--- config.mk ---
export PLATFORM = sky130hd
export DESIGN_NAME = uart_tx_serializer
export DESIGN_NICKNAME = d
export VERILOG_FILES = /design/src/rtl/uart_tx_serializer.sv
export SDC_FILE = /design/constraint.sdc
export NUM_CORES = 1
export LEC_CHECK = 0
export CAP_MARGIN = 20
export CORE_UTILIZATION = 30
export DETAILED_ROUTE_END_ITERATION = 16
export MAX_ROUTING_LAYER = met4
export SETUP_SLACK_MARGIN = 0.05
export SYNTH_ARGS = -nofsm -noshare
export SYNTH_HDL_FRONTEND = slang
export SYNTH_SLANG_ARGS = --single-unit
--- constraint.sdc ---
create_clock -name clk_i -period 2.1 [get_ports clk_i]
set_input_delay 0.315 -clock clk_i [delete_from_list [all_inputs] [get_ports clk_i]]
set_output_delay 0.315 -clock clk_i [all_outputs]
set_load 0.02 [all_outputs]
--- src/rtl/uart_tx_serializer.sv ---
// UART transmit serializer: one word per valid/ready handshake becomes an
// asynchronous frame on tx_o: start bit, DATA_BITS data bits LSB-first,
// optional parity bit, then STOP_BITS stop bits. Every bit lasts CLKS_PER_BIT
// cycles. tx_o is registered and idles high.
//
// Handshake: a word transfers at a posedge where valid_i && ready_o. ready_o
// is high only in IDLE. valid_i is ignored while busy, and nothing is queued.
module uart_tx_serializer #(
    parameter int    CLKS_PER_BIT = 868,
    parameter int    DATA_BITS    = 8,
    parameter string PARITY       = "none",
    parameter int    STOP_BITS    = 1
) (
    input  logic                 clk_i,
    input  logic                 rst_i,
    input  logic [DATA_BITS-1:0] data_i,
    input  logic                 valid_i,
    output logic                 ready_o,
    output logic                 tx_o,
    output logic                 busy_o,
    output logic                 done_o
);

    // Reject unsupported frame formats when the design is elaborated
    if (CLKS_PER_BIT < 2) begin : g_bad_clks_per_bit
        $error("uart_tx_serializer: CLKS_PER_BIT must be >= 2");
    end
    if (DATA_BITS < 5 || DATA_BITS > 9) begin : g_bad_data_bits
        $error("uart_tx_serializer: DATA_BITS must be 5..9");
    end
    if (PARITY != "none" && PARITY != "even" && PARITY != "odd") begin : g_bad_parity
        $error("uart_tx_serializer: PARITY must be none, even or odd");
    end
    if (STOP_BITS != 1 && STOP_BITS != 2) begin : g_bad_stop_bits
        $error("uart_tx_serializer: STOP_BITS must be 1 or 2");
    end

    localparam int CW      = $clog2(CLKS_PER_BIT);
    localparam int BW      = $clog2(DATA_BITS);
    localparam bit PAR_EN  = (PARITY != "none");
    localparam bit PAR_ODD = (PARITY == "odd");

    localparam logic [CW-1:0] BAUD_LAST = CW'(CLKS_PER_BIT - 1);
    localparam logic [BW-1:0] BIT_LAST  = BW'(DATA_BITS - 1);
    localparam logic [BW-1:0] STOP_LAST = BW'(STOP_BITS - 1);

    localparam logic [2:0] ST_IDLE   = 3'd0;
    localparam logic [2:0] ST_START  = 3'd1;
    localparam logic [2:0] ST_DATA   = 3'd2;
    localparam logic [2:0] ST_PARITY = 3'd3;
    localparam logic [2:0] ST_STOP   = 3'd4;

    logic [2:0]           state;
    logic [CW-1:0]        baud_cnt;
    logic [BW-1:0]        bit_cnt;
    logic [DATA_BITS-1:0] shift;
    logic                 par_bit;
    logic                 tx_q;
    logic                 done_q;
    logic                 baud_last;

    assign baud_last = (baud_cnt == BAUD_LAST);
    assign ready_o   = (state == ST_IDLE);
    assign busy_o    = (state != ST_IDLE);
    assign tx_o      = tx_q;
    assign done_o    = done_q;

    // Baud counter: held at zero while idle, wraps at the end of every bit
    always_ff @(posedge clk_i) begin
        if (rst_i || state == ST_IDLE) begin
            baud_cnt <= '0;
        end else if (baud_last) begin
            baud_cnt <= '0;
        end else begin
            baud_cnt <= baud_cnt + 1'b1;
        end
    end

    // Frame sequencer: state, line level, shift register and bit counting.
    // bit_cnt indexes data bits in DATA and stop bits in STOP.
    always_ff @(posedge clk_i) begin
        if (rst_i) begin
            state   <= ST_IDLE;
            bit_cnt <= '0;
            shift   <= '0;
            par_bit <= 1'b0;
            tx_q    <= 1'b1;
            done_q  <= 1'b0;
        end else begin
            done_q <= 1'b0;
            case (state)
                ST_IDLE: begin
                    tx_q <= 1'b1;
                    if (valid_i) begin
                        state   <= ST_START;
                        tx_q    <= 1'b0;
                        shift   <= data_i;
                        bit_cnt <= '0;
                        // Parity is taken from the word as it is latched
                        par_bit <= PAR_ODD ? ~(^data_i) : (^data_i);
                    end
                end
                ST_START: begin
                    if (baud_last) begin
                        state   <= ST_DATA;
                        tx_q    <= shift[0];
                        shift   <= shift >> 1;
                        bit_cnt <= '0;
                    end
                end
                ST_DATA: begin
                    if (baud_last) begin
                        if (bit_cnt == BIT_LAST) begin
                            bit_cnt <= '0;
                            if (PAR_EN) begin
                                state <= ST_PARITY;
                                tx_q  <= par_bit;
                            end else begin
                                state <= ST_STOP;
                                tx_q  <= 1'b1;
                            end
                        end else begin
                            tx_q    <= shift[0];
                            shift   <= shift >> 1;
                            bit_cnt <= bit_cnt + 1'b1;
                        end
                    end
                end
                ST_PARITY: begin
                    if (baud_last) begin
                        state   <= ST_STOP;
                        tx_q    <= 1'b1;
                        bit_cnt <= '0;
                    end
                end
                ST_STOP: begin
                    tx_q <= 1'b1;
                    if (baud_last) begin
                        if (bit_cnt == STOP_LAST) begin
                            state   <= ST_IDLE;
                            done_q  <= 1'b1;
                            bit_cnt <= '0;
                        end else begin
                            bit_cnt <= bit_cnt + 1'b1;
                        end
                    end
                end
                default: begin
                    state   <= ST_IDLE;
                    tx_q    <= 1'b1;
                    bit_cnt <= '0;
                end
            endcase
        end
    end

endmodule

==> results_dict.tcl, run 1 <==
set metrics [dict create \
    finalCriticalPeriod_ps 1940 \
    clkTransAtPathRegs_ps 90 \
    fillers 428 \
    first_pass_iters 4 \
    slew_violations 0 \
    syn_area_mm2 0.00127 \
    grt_first_pass_wirelength_um 4150 \
    dieArea_mm2 0.00449 \
    outcome "finished clean" \
    core_mm2 0.00403 \
    numClockSinks 26 \
    final_nets 177 \
    hold_viol_final 0 \
    skew_ps 1.13 \
    crit_fanout 3 \
    grtUsageMet1 0.145 \
    synth.net_count 156 \
    startpoint_type "register" \
    ctsHoldBuffers 0 \
    netlist_instances 141 \
    synth-seq-area-share 0.411 \
    routabilityCongestion 0.737 \
    fin_cells 211 \
    power.density_mw_per_mm2 756 \
    die_h_um 67 \
    io_pins 15 \
    synth_warnings 0 \
    synth_area_leaders "dfxtp_1 (41%), nor2_1 (7.1%), mux2i_1 (6.3%), a211oi_1 (4.1%), ha_1 (3.9%)" \
    max_cap_viol_count 0 \
    met2_usage 0.205 \
    fp-row-count 23 \
    crit_path_end_kind "register" \
    drive_above_1_share 0.130 \
    num_antenna_cells 0 \
    worst_slew_pin_slew_ps 430 \
    synthDistinctLibCells 37 \
    cts_made_buffers 3 \
    clock.fmax_mhz 515 \
    die-width_um 67 \
    gr-usage-all-layers 0.124 \
    drc 0 \
    clock_latency_ps 260 \
    dp_cells 206 \
    grt_pass1_vias 992 \
    synth_top_cell_by_area "dfxtp_1" \
    tritoncts "built" \
    hold_path_class "register to register" \
    whs_ps 478 \
    ys_async_sr_fraction 0 \
    cp.arrival_ps 2090 \
    area_delta_synth_final_pct 25.4 \
    ys_ff_latch 26 \
    routed-via-count 1031 \
    viasPerCell 4.89 \
    wl_per_cell_um 11.2 \
    synth-edff-count 0 \
    setup_tns_ps 0 \
    p_leak_nw 0.614 \
    dp_hpwl_um 1810 \
    rsz0062_at_grt "true" \
    antenna_found_initial 0 \
    grt.busiest_layer "met2" \
    grt_max_degree 16 \
    cts_buffer_depth 2 \
    max-vdd-ir-drop_uv 445 \
    p_total_mw 1.20 \
    synth_top_area_frac 0.411 \
    ant_nets 0 \
    dr.first_iter.drc_count 40 \
    setup_viol_count_final 0 \
    htreeDepth 1 \
    slew_headroom 0.713 \
    initial_utilization 0.315 \
    syn_area_per_cell_um2 8.99 \
    grt-ovfl-total 0 \
    cts-root-buf "clkbuf_8" \
    ys.flop_type "dfxtp_1" \
    final.period_utilization 0.924 \
    port_buffers 14 \
    met3_usage 0.0205 \
    drt_wl_total_um 2370 \
    cp.required_ps 2250 \
    critPathKind "register to register" \
]
## metrics by stage
step	util	instance area, um2	setup WS [ps]
global placement	0.372	1500	196
finish	0.394	1590	159
global route	0.394	1590	34.7
detailed placement	0.372	1500	165
floorplan	-	1270	175
CTS	0.390	1570	137
## final timing paths
kind	startpoint	to	slack (ps)	depth (start not counted)
worst min register to register	bit_cnt[0]	bit_cnt[0]	480	2
worst max register to register	bit_cnt[0]	shift[7]	160	8
worst max-delay path	bit_cnt[0]	shift[7]	160	8
worst min-delay path	bit_cnt[0]	bit_cnt[0]	480	2
## layout make-up
cell class / count / area (um2) / area share
multi-input cells: 106 / 722 / 0.454
flip-flops and latches: 26 / 520 / 0.328
repair buffers: 22 / 201 / 0.127
well taps: 50 / 62.6 / 0.0394
clock buffers: 3 / 41.3 / 0.0260
clock inverters: 1 / 30.0 / 0.0189
inverters: 3 / 11.3 / 0.00709
## worst max-delay path, cell delays in order (launching register included)
cell	delay, ps
dfxtp_1	330
ha_1	200
ha_1	180
or3b_1	350
a21o_1	210
a21oi_2	170
buf_4	140
mux2i_1	190
nor2_1	50
## where the power goes
| part | switching (mW) | internal (mW) | leakage, nW |
|---|---|---|---|
| Combinational | 0.121 | 0.117 | 0.367 |
| Sequential | 0.0247 | 0.529 | 0.212 |
| Clock | 0.155 | 0.255 | 0.0357 |
| Total | 0.301 | 0.901 | 0.614 |
## flip-flops by register name (all words and copies together) (netlist names)
register  flops
done_o        1
baud_cnt     10
tx_o          1
bit_cnt       3
shift         8
state         3
## placed cells by master (no fill, tap or decap), types with 3 or more instances in the layout
cell             instances
clkbuf_8                 3
nor2_1                  23
nand3_1                  6
mux2i_1                  8
nand2b_1                 3
a21oi_1                  8
clkdlybuf4s50_1         12
a211oi_1                 6
and3_1                   5
inv_1                    3
dfxtp_1                 26
nand2_1                  8
xnor2_1                  5
ha_1                     3
xor2_1                   4
buf_4                    7
## repair_timing
item	in CTS	in global routing
gates resized for setup	3	3
endpoints found under the setup margin	2	5
setup buffers	0	1
pin swaps	0	0
## metal layers
layer / vias up / share of wire
met3: 4 / 0.023
li1: 533 / -
met5: - / 0
met2: 13 / 0.48
met1: 481 / 0.48
met4: 0 / 0.017
## cells by family (layout without fill, tap and decap cells)
group	after synthesis	in the layout	synth area share
xor gates and xnor gates	9	9	0.0622
AOI/OAI and AO/OA	25	25	0.134
buffers and inverters	9	29	0.0276
and+or+nand+nor	60	60	0.263
adders and majority gates	4	4	0.0395
muxes	8	8	0.0632
DFF	26	26	0.411
## cell usage after synthesis (2+ instances only)
library cell	n
a211oi_1	7
a21oi_1	8
and3_1	5
clkbuf_1	4
dfxtp_1	26
ha_1	4
inv_1	3
mux2i_1	8
nand2_1	8
nand2b_1	3
nand3_1	6
nand3b_1	2
nor2_1	24
o21ai_0	2
o21bai_1	2
xnor2_1	5
xor2_1	4
Power figures use the tool's default switching activity.
==> run 2, diff against run 1 <==
--- a/config.mk
+++ b/config.mk
@@ -6,9 +6,10 @@
 export NUM_CORES = 1
 export LEC_CHECK = 0
 export CAP_MARGIN = 20
-export CORE_UTILIZATION = 30
+export CORE_UTILIZATION = 45
 export DETAILED_ROUTE_END_ITERATION = 16
 export MAX_ROUTING_LAYER = met4
+export PLACE_DENSITY = 0.66
 export SETUP_SLACK_MARGIN = 0.05
 export SYNTH_ARGS = -nofsm -noshare
 export SYNTH_HDL_FRONTEND = slang
==> results_dict.tcl, run 2 (synthesis results as in run 1) <==
set metrics [dict create \
    worst_slew_pin_slew_ps 395 \
    grt-ovfl-total 0 \
    dieArea_mm2 0.00303 \
    hold_depth 2 \
    place_ws_ps 196 \
    drc 0 \
    startpoint_type "register" \
    layout.cell_area.non_filler_mm2 0.00153 \
    clockPowerShare 0.206 \
    ant_nets 0 \
    clock_latency_ps 310 \
    setup_slack_ps 179 \
    p_total_mw 1.00 \
    final_nets 177 \
    cp.arrival_ps 2150 \
    tritoncts "built" \
    grt_first_pass_wirelength_um 3820 \
    worstHoldStart "bit_cnt[2]" \
    dr.first_iter.drc_count 25 \
    slew_violations 0 \
    num_antenna_cells 0 \
    p_seq_frac 0.550 \
    cts_buffer_depth 2 \
    crit_fanout 15 \
    grt_max_degree 16 \
    p_sw_uw 286 \
    cp_top_family "simple AND/OR/NAND/NOR gates" \
    area_delta_synth_final_pct 20.5 \
    p_sw_frac 0.285 \
    worst_hold_path.endpoint "bit_cnt[2]" \
    r2r_cells 8 \
    dp_hpwl_um 1790 \
    reg2reg_to "shift[7]" \
    rsz0062_at_grt "false" \
    cp.required_ps 2330 \
    die_h_um 55.1 \
    io_pins 15 \
    drt_wl_total_um 2310 \
    htreeDepth 1 \
    max_cap_viol_count 0 \
    slew_headroom 0.736 \
    cts_made_buffers 3 \
    regToRegStartpoint "bit_cnt[0]" \
    cp_num_cells 8 \
    fin_cells 190 \
    cpMaxStageDelayCell "dfxtp_1" \
    initial_utilization 0.494 \
    cts-root-buf "clkbuf_4" \
    top_regs "baud_cnt x10, shift x8" \
    outcome "finished clean" \
    fp-row-count 18 \
    port_buffers 14 \
    clock.fmax_mhz 520 \
    skew_ps 1.45 \
    ctsHoldBuffers 0 \
    gr-usage-all-layers 0.182 \
    first_pass_iters 4 \
    cp_common_cell "ha_1" \
    power.density_mw_per_mm2 658 \
    wl_per_cell_um 12.2 \
    mostFrequentLayoutCell "dfxtp_1" \
    viasPerCell 5.39 \
    numClockSinks 26 \
    setup_tns_ps 0 \
    regMostFlops "baud_cnt" \
    fin_util 0.595 \
    layout_common_cells "dfxtp_1 (26), nor2_1 (23), clkdlybuf4s50_1 (12)" \
    hold_path_class "register to register" \
    grt_pass1_vias 895 \
    max_stage_delay_ps 350 \
    die-width_um 55.1 \
    whs_ps 489 \
    crit_chain "ha_1, ha_1, or3b_1, a21o_1, a21oi_2, buf_12, mux2i_1, nor2_1" \
    p_int_uw 718 \
    setup_viol_count_final 0 \
    finalCriticalPeriod_ps 1920 \
    antenna_found_initial 0 \
    core_mm2 0.00257 \
    crit_path_end_kind "register" \
    drive_above_1_share 0.125 \
    routabilityCongestion 0.770 \
    p_leak_nw 0.606 \
    max-vdd-ir-drop_uv 443 \
    crit_buf_inv 1 \
    pwr-share-comb 0.244 \
    hold_viol_final 0 \
    routed-via-count 1025 \
    critPathKind "register to register" \
    clkTransAtPathRegs_ps 130 \
    post_dp_cell_area_mm2 0.00149 \
    postCtsSetupBuffers 0 \
    reg2reg_slack_ps 180 \
    dp_cells 187 \
    largest_reg_flops 10 \
    final.period_utilization 0.915 \
]
run 2: worst max-delay path by stage:
| stage | from | endpoint |
|---|---|---|
| 2_1_floorplan | bit_cnt[0] | shift[4] |
| 5_1_grt | baud_cnt[0] | state[1] |
| 3_5_place_dp | baud_cnt[0] | state[1] |
| 6_report | bit_cnt[0] | shift[7] |
| 3_3_place_gp | valid_i | state[1] |
| 4_1_cts | state[0] | busy_o |
run 2: what timing repair did:
item                       in CTS  in global routing
pin swaps                       0                  0
hold endpoints to repair        0                  0
setup endpoints to repair       2                  3
gates resized for setup         2                  3
run 2: power groups by stage:
| stage | sequential [mW] | clock [mW] | combinational, mW |
|---|---|---|---|
| 2_1_floorplan | 0.558 | 0 | 0.155 |
| 3_3_place_gp | 0.561 | 0 | 0.241 |
| 3_5_place_dp | 0.563 | 0 | 0.245 |
| 4_1_cts | 0.552 | 0.215 | 0.244 |
| 5_1_grt | 0.556 | 0.233 | 0.269 |
| 6_report | 0.552 | 0.207 | 0.245 |
run 2: layout make-up:
class                           instances  area [um2]
Fill cell                             228        1040
Multi-Input combinational cell        106         722
Sequential cell                        26         520
Timing Repair Buffer                   22         214
Tap cell                               30        37.5
Clock buffer                            3        22.5
Inverter                                3        11.3
run 2: tightest hold or removal path, stage by stage, from the launching register on:
cell     delay [ps]
dfxtp_1         350
nand2_1          60
a21oi_1          50
run 2: metal layers:
metal / vias up / share of wire / track usage
li1: 535 / - / -
met4: 0 / 0.013 / 0.0750
met5: - / 0 / -
met1: 467 / 0.51 / 0.254
met3: 4 / 0.035 / 0.0246
met2: 19 / 0.44 / 0.261
==> run 3, diff against run 2 <==
--- a/config.mk
+++ b/config.mk
@@ -9,7 +9,7 @@
 export CORE_UTILIZATION = 45
 export DETAILED_ROUTE_END_ITERATION = 16
 export MAX_ROUTING_LAYER = met4
-export PLACE_DENSITY = 0.66
+export PLACE_DENSITY = 0.69
 export SETUP_SLACK_MARGIN = 0.05
 export SYNTH_ARGS = -nofsm -noshare
 export SYNTH_HDL_FRONTEND = slang
==> constraint.sdc (replaced) <==
create_clock -name clk_i -period 1.7 [get_ports clk_i]
set_input_delay 0.255 -clock clk_i [delete_from_list [all_inputs] [get_ports clk_i]]
set_output_delay 0.255 -clock clk_i [all_outputs]
set_load 0.02 [all_outputs]
==> results_dict.tcl, run 3 (synthesis results as in run 1) <==
set metrics [dict create \
    ant_nets 0 \
    hold_viol_final 0 \
    critPathKind "register to register" \
    gr-usage-all-layers 0.219 \
    tritoncts "built" \
    dp_hpwl_um 2120 \
    hold_path_class "register to register" \
    max-vdd-ir-drop_uv 721 \
    regMostFlops "baud_cnt" \
    failed_checks "negative setup slack" \
    area_delta_synth_final_pct 43.4 \
    outcome "complete, but fails checks" \
    die_h_um 55.1 \
    hold_depth 2 \
    multi_input_area_um2 797 \
    largest_reg_flops 10 \
    crit_path_end_kind "register" \
    clock_latency_ps 320 \
    dieArea_mm2 0.00303 \
    final_nets 201 \
    max_cap_viol_count 0 \
    setup_viol_count_final 11 \
    wl_per_cell_um 12.9 \
    fp-row-count 18 \
    grt-ovfl-total 0 \
    layout_common_cells "buf_4 (28), nor2_1 (22), dfxtp_1 (22), clkdlybuf4s50_1 (12)" \
    final.period_utilization 1.07 \
    cp.required_ps 1950 \
    numClockSinks 26 \
    post_dp_cell_area_mm2 0.00168 \
    htreeDepth 1 \
    viasPerCell 5.26 \
    r2r_cells 8 \
    core_mm2 0.00257 \
    ctsHoldBuffers 0 \
    worst_slew_pin_slew_ps 424 \
    cts_buffer_depth 2 \
    cp.arrival_ps 2060 \
    die-width_um 55.1 \
    setup_slack_ps -111 \
    clock.fmax_mhz 552 \
    clkTransAtPathRegs_ps 140 \
    seq_area_um2 526 \
    worst_hold_path.endpoint "shift[4]" \
    power.density_mw_per_mm2 825 \
    layout.cell_area.non_filler_mm2 0.00182 \
    reg2reg_to "shift[3]" \
    drc 0 \
    fillers 211 \
    crit_fanout 11 \
    dr.first_iter.drc_count 22 \
    regToRegStartpoint "bit_cnt[1]" \
    grt_first_pass_wirelength_um 4620 \
    first_pass_iters 4 \
    drt_wl_total_um 2780 \
    skew_ps 8.67 \
    grt_pass1_vias 1122 \
    slew_headroom 0.717 \
    p_total_mw 1.50 \
    startpoint_type "register" \
    worstHoldStart "shift[4]" \
    port_buffers 14 \
    num_antenna_cells 0 \
    initial_utilization 0.494 \
    p_leak_nw 0.740 \
    top_regs "baud_cnt x10, shift x8" \
    cts-root-buf "clkbuf_4" \
    antenna_found_initial 0 \
    drive_above_1_share 0.314 \
    rsz0062_at_grt "true" \
    mostFrequentLayoutCell "buf_4" \
    reg2reg_slack_ps -110 \
    finalCriticalPeriod_ps 1810 \
    routabilityCongestion 0.820 \
    io_pins 15 \
    grt_max_degree 16 \
    slew_violations 0 \
    cts_made_buffers 3 \
    routed-via-count 1131 \
]
## run 3: cell types whose count changed in the layout (fill, tap and decap cells not counted), moves of 3 or more
cell and change:
buf_6 +3, dfxtp_1 -4, dfxtp_2 +4, buf_4 +21
## run 3: per-stage QoR
stage	TNS (ps)	hold slack (ps)	std cells	setup slack (ps)	util
final	-817	506	215	-111	0.708
after global routing	-1890	553	215	-207	0.708
after CTS	-938	507	215	-122	0.699
after detailed placement	-960	488	205	-131	0.653
after global placement	-593	479	205	-81.9	0.653
after floorplan	-200	418	141	-102	-
## run 3: repair_timing
action                                  CTS  global route
resized for setup                        12             7
pin swaps                                 1             3
setup buffers                             6             2
endpoints found under the setup margin   15            16
endpoints found under the hold margin     0             0
## run 3: how the worst max path moves through the flow
stage	start	endpoint	cells after the start
after CTS	bit_cnt[1]	shift[6]	8
after global routing	bit_cnt[1]	shift[2]	8
final	bit_cnt[1]	shift[3]	8
after detailed placement	bit_cnt[1]	shift[2]	8
after global placement	bit_cnt[1]	shift[2]	8
after floorplan	baud_cnt[4]	state[1]	5
## run 3: worst max-delay path, stage by stage, from the launching register on
cell,delay [ps]
dfxtp_2,360
ha_4,160
ha_4,150
or3b_1,340
a21o_1,200
a21oi_4,170
buf_12,140
nor2_1,40
a211oi_1,190
## run 3: area by class of cell
| class | instances | share of cell area |
|---|---|---|
| well taps | 30 | 0.0206 |
| flip-flops and latches | 26 | 0.289 |
| clock inverters | 1 | 0.0165 |
| repair buffers | 46 | 0.217 |
| clock buffers | 3 | 0.0124 |
| inverters | 3 | 0.00619 |
| multi-input cells | 106 | 0.438 |
## run 3: routing by layer
metal,vias up,share of wire,track usage
met5,-,0,-
met4,0,0.012,0.0708
met3,4,0.022,0.0246
met2,10,0.52,0.386
met1,534,0.44,0.258
li1,583,-,-
## run 3: power breakdown
| group | leakage [nW] | internal, mW | switching, mW |
|---|---|---|---|
| Combinational | 0.498 | 0.210 | 0.191 |
| Clock | 0.0279 | 0.238 | 0.183 |
| Sequential | 0.214 | 0.654 | 0.0244 |
